## config.mk

```make
export PLATFORM = sky130hd
export DESIGN_NAME = jeff_74x161_ctrl
export DESIGN_NICKNAME = d
export VERILOG_FILES = /design/src/rtl/jeff_74x161_ctrl.sv
export SDC_FILE = /design/constraint.sdc
export NUM_CORES = 1
export LEC_CHECK = 0
export ABC_CLOCK_PERIOD_IN_PS = 2500
export BUFFER_PORTS_ARGS = -buffer_cell sky130_fd_sc_hd__buf_4
export CORE_MARGIN = 2
export CORE_UTILIZATION = 40
export CTS_BUF_LIST = sky130_fd_sc_hd__clkbuf_16
export CTS_CLUSTER_DIAMETER = 150
export CTS_CLUSTER_SIZE = 14
export DETAILED_ROUTE_END_ITERATION = 8
export GPL_TIMING_DRIVEN = 1
export PLACE_DENSITY = 0.75
export SYNTH_ARGS = -nofsm -noshare
export SYNTH_HDL_FRONTEND = slang
export SYNTH_SLANG_ARGS = --single-unit
export TNS_END_PERCENT = 20
```

## constraint.sdc

```tcl
create_clock -name clk -period 2.5 [get_ports clk]
set_clock_uncertainty 0.05 [all_clocks]
set_input_delay 0.5 -clock clk [delete_from_list [all_inputs] [get_ports clk]]
set_output_delay 0.5 -clock clk [all_outputs]
set_load 0.05 [all_outputs]
```

## src/rtl/jeff_74x161_ctrl.sv

```systemverilog
// Sequencer driving a 74x161 counter: loads a preset, runs the counter
// modulo-(16-preset) for a programmed number of wraps, then flags done.
module jeff_74x161_ctrl #(
  parameter int unsigned WRAP_W = 4
) (
  input  logic              clk,
  input  logic              clr,
  input  logic              start,
  input  logic              pause,
  input  logic              abort,
  input  logic [3:0]        preset,
  input  logic [WRAP_W-1:0] wraps,
  input  logic              rco,
  output logic              ld,
  output logic              ent,
  output logic              enp,
  output logic              a,
  output logic              b,
  output logic              c,
  output logic              d,
  output logic              busy,
  output logic              done,
  output logic [WRAP_W-1:0] wrap_cnt
);

  localparam logic [1:0] S_IDLE = 2'd0;
  localparam logic [1:0] S_LOAD = 2'd1;
  localparam logic [1:0] S_RUN  = 2'd2;
  localparam logic [1:0] S_DONE = 2'd3;

  logic [1:0]        state;
  logic [3:0]        pre_q;
  logic [WRAP_W-1:0] wraps_q;
  logic [WRAP_W-1:0] cnt_nxt;
  logic              tc;

  assign tc      = rco & ~pause;
  // wraps==0 needs no special case: cnt_nxt rolls over to 0 after 2**WRAP_W wraps
  assign cnt_nxt = wrap_cnt + WRAP_W'(1);

  always_ff @(posedge clk or negedge clr) begin
    if (!clr) begin
      state    <= S_IDLE;
      pre_q    <= '0;
      wraps_q  <= '0;
      wrap_cnt <= '0;
    end else if (abort) begin
      state    <= S_IDLE;
      wraps_q  <= '0;
      wrap_cnt <= '0;
    end else begin
      case (state)
        S_IDLE, S_DONE: begin
          if (start) begin
            state    <= S_LOAD;
            pre_q    <= preset;
            wraps_q  <= wraps;
            wrap_cnt <= '0;
          end
        end
        S_LOAD: state <= S_RUN;
        S_RUN: begin
          if (tc) begin
            wrap_cnt <= cnt_nxt;
            if (cnt_nxt == wraps_q) state <= S_DONE;
          end
        end
        default: state <= S_IDLE;
      endcase
    end
  end

  always_comb begin
    ld   = 1'b1;
    ent  = 1'b0;
    enp  = 1'b0;
    busy = 1'b0;
    done = 1'b0;
    case (state)
      S_LOAD: begin
        ld   = 1'b0;
        ent  = 1'b1;
        busy = 1'b1;
      end
      S_RUN: begin
        // rco feeds straight through to LOAD, like a hard-wired modulo counter
        ld   = ~tc;
        ent  = 1'b1;
        enp  = ~pause;
        busy = 1'b1;
      end
      S_DONE:  done = 1'b1;
      default: ;
    endcase
  end

  assign {d, c, b, a} = pre_q;

endmodule

```

==> flow_summary_export.csv <==
group,metric,value,unit
clocking,cts_max_level,1,
critical_path,path_cells,"inv_1 > ha_1 > or3b_1 > o21a_1 > a32oi_1 > mux2_1",
grt,grt-ovfl-total,0,
timing,finalSetupTns,0,ns
clocking,ctsResizeCount,0,
floorplan,fp.dieW,49.7,um
final_layout,syn_to_final_growth,34.1,%
yosys,synth_top_family_by_area,"simple AND/OR/NAND/NOR gates",
final_layout,drive_gt1_frac,0.317,
critical_path,critPathKind,"register to register",
flow_run,max_cap_viol_count,0,
floorplan,rows,16,
detailed_routing,drtAntennaViolNets,0,
detailed_routing,via_per_inst,5.37,
yosys,synthCells,78,
final_layout,most-common-layout-cells,"26 x buf_4, 14 x dfrtp_1, 6 x nand2_1",
place,io_buffers,26,
timing,max_slew_margin,0.753,
place,place.gp.congestion,0.728,
floorplan,core_area,1960,um2
final_layout,layout_commonest_cell,"buf_4",
yosys,synth-simple-area-share,0.145,
grt,grt_max_degree,15,
power,clockPowerShare,0.213,
yosys,synth_area_leaders,"dfrtp_1 42%, ha_1 7.5%, mux2_1 6.7%",
power,seqPwrFrac,0.235,
final_layout,nFillCells,178,
timing,period_needed,2.24,ns
clocking,numClockSinks,14,
detailed_routing,vias,704,
power,vdd_drop_max,0.00112,V
power,power_density,1270,nW/um2
clocking,clkTransAtPathRegs,0.05,ns
clocking,cts_made_buffers,3,
power,leakage,0.000541,uW
yosys,syn_nets,97,
clocking,root_buffer,"clkbuf_16",
final_layout,diodes,0,
clocking,cts_tree,"done",
run_status,status,"finished clean",
detailed_routing,drt_iter0_drc,33,
hold_path,worst_hold_path_type,"primary input to async pin",
yosys,synth_fa_ha_area_frac,0.0747,
power,power_frac_comb,0.552,
critical_path,slowest_delay,0.47,ns
detailed_routing,routed_wl,1810,um
grt,grt_use_total,0.165,
yosys,syn_area,837,um2
detailed_routing,drc,0,
critical_path,cp.arrival,2.31,ns
grt,grt_pass1_wl,2980,um
critical_path,critPathLaunchType,"register",
detailed_routing,routedWlPerCell,13.8,um
critical_path,crit_required,2.57,ns
timing,setup_viol,0,
timing,period_share,0.897,
floorplan,pin_count,27,
place,place_area,1040,um2
floorplan,start_util,0.427,
yosys,synth_xor_area_frac,0.0897,
grt,antenna_found_initial,0,
power,p_int,759,uW
timing,slew_viol_final,0,
floorplan,dieArea,2470,um2
power,netSwitchingFraction,0.467,
power,p_switching,666,uW
clocking,clock_path_buffers,2,
yosys,ys_ff_latch,14,
yosys,synth_top_area_share,0.419,
detailed_routing,dr.pass1.iters,4,
yosys,ys_seq_area_frac,0.419,
clocking,post_cts_buffers,0,
yosys,synth_cell_types,31,
yosys,ys_warn_count,0,
yosys,synth_area_leader_cell,"dfrtp_1",
floorplan,die_h,49.7,um
grt,grt_pass1_vias,640,
final_layout,final_nets,124,
yosys,avgSynthCellArea,10.7,um2
final_layout,layout.cell_area.non_filler,1120,um2
place,dp_hpwl,1340,um
critical_path,slowest_stage,"ha_1",
final_layout,finish.utilization,0.572,
clocking,ctsHoldBuffers,0,
yosys,synth_compound_area_frac,0.118,
timing,tightest_slew,0.369,ns
timing,maxClockFrequency,0.446,GHz
yosys,synth.area.mux_share,0.105,
critical_path,end_kind,"register",
timing,hold_viol,0,
timing,rsz0062_at_grt,"false",
critical_path,crit_path_max_fanout,10,
clocking,insertion_delay,0.24,ns
[power by group through the flow]
stage	combinational, uW	clock [uW]	sequential, uW
after floorplan	482	0	452
after detailed placement	777	0	338
final	786	303	335
after global placement	762	0	331
after CTS	786	303	335
after global routing	834	321	343
[area by class of cell]
cell class | count | area, um2 | share of cell area
flip-flops and latches | 14 | 350 | 0.312
repair buffers | 26 | 195 | 0.174
multi-input cells | 55 | 445 | 0.397
clock buffers | 3 | 75.1 | 0.0669
inverters | 5 | 18.8 | 0.0167
well taps | 27 | 33.8 | 0.0301
clock inverters | 1 | 3.75 | 0.00334
[Yosys cell counts]
cell type,instances
dfrtp_1,14
nand2_1,6
a21oi_1,5
ha_1,5
inv_1,5
mux2_1,5
nand3_1,5
xnor2_1,3
a22o_1,2
buf_4,2
clkbuf_1,2
mux2i_1,2
nand2b_1,2
nor2_1,2
nor2b_1,2
a21o_1,1
a311o_2,1
a31oi_1,1
a32oi_1,1
and4b_1,1
mux2_2,1
nor3_2,1
o211ai_1,1
o21a_1,1
o31ai_1,1
or2_1,1
or3_1,1
or3b_1,1
xnor2_2,1
xor2_1,1
xor3_1,1
[cells by family after synthesis]
group                    count (synthesis)
AND/OR/NAND/NOR                         22
AO/OA/AOI/OAI                           14
flip-flops                              14
buffers and inverters                    9
multiplexers                             8
XOR/XNOR                                 6
adder cells (fa/ha/maj)                  5
[layer usage]
| metal | track usage | up-vias | wire (um) |
|---|---|---|---|
| met5 | 0 | - | 0 |
| met4 | 0.0972 | 0 | 46 |
| met3 | 0.0364 | 6 | 128 |
| met2 | 0.271 | 36 | 888 |
| met1 | 0.197 | 337 | 749 |
| li1 | - | 325 | - |
[sequential cells by signal, summed over array words and instances (netlist names)]
register and count:
pre_q 4, state 2, wrap_cnt 4, wraps_q 4
[final timing paths]
path                       startpoint           to  slack [ns]  cells after the start
setup / recovery             state[0]     state[0]        0.26                      6
hold / removal                    clr  wrap_cnt[3]        0.05                      1
setup reg to reg             state[0]     state[0]        0.26                      6
hold reg to reg              pre_q[3]     pre_q[3]        0.44                      1
max in group asynchronous         clr     pre_q[3]        2.19                      1
min in group clk            preset[3]     pre_q[3]        0.42                      2
[per-stage QoR]
| stage | total power, uW | instances | worst slack (ns) | hold slack (ns) |
|---|---|---|---|---|
| 2_1_floorplan | 933 | 78 | 0.336 | 0.154 |
| 3_3_place_gp | 1090 | 127 | 0.405 | 0.311 |
| 3_5_place_dp | 1120 | 127 | 0.321 | 0.310 |
| 4_1_cts | 1420 | 131 | 0.279 | 0.0558 |
| 5_1_grt | 1500 | 131 | 0.171 | 0.0616 |
| 6_report | 1420 | 131 | 0.258 | 0.0453 |
[worst max-delay path: cells and delay by family, from the launching register on]
kind | cells | cell delay [ns]
fa+ha+maj | 1 | 0.47
buf+inv | 1 | 0.08
flops | 1 | 0.39
compound gates | 2 | 0.36
mux | 1 | 0.34
simple gates | 1 | 0.43
Power figures use the tool's default switching activity.
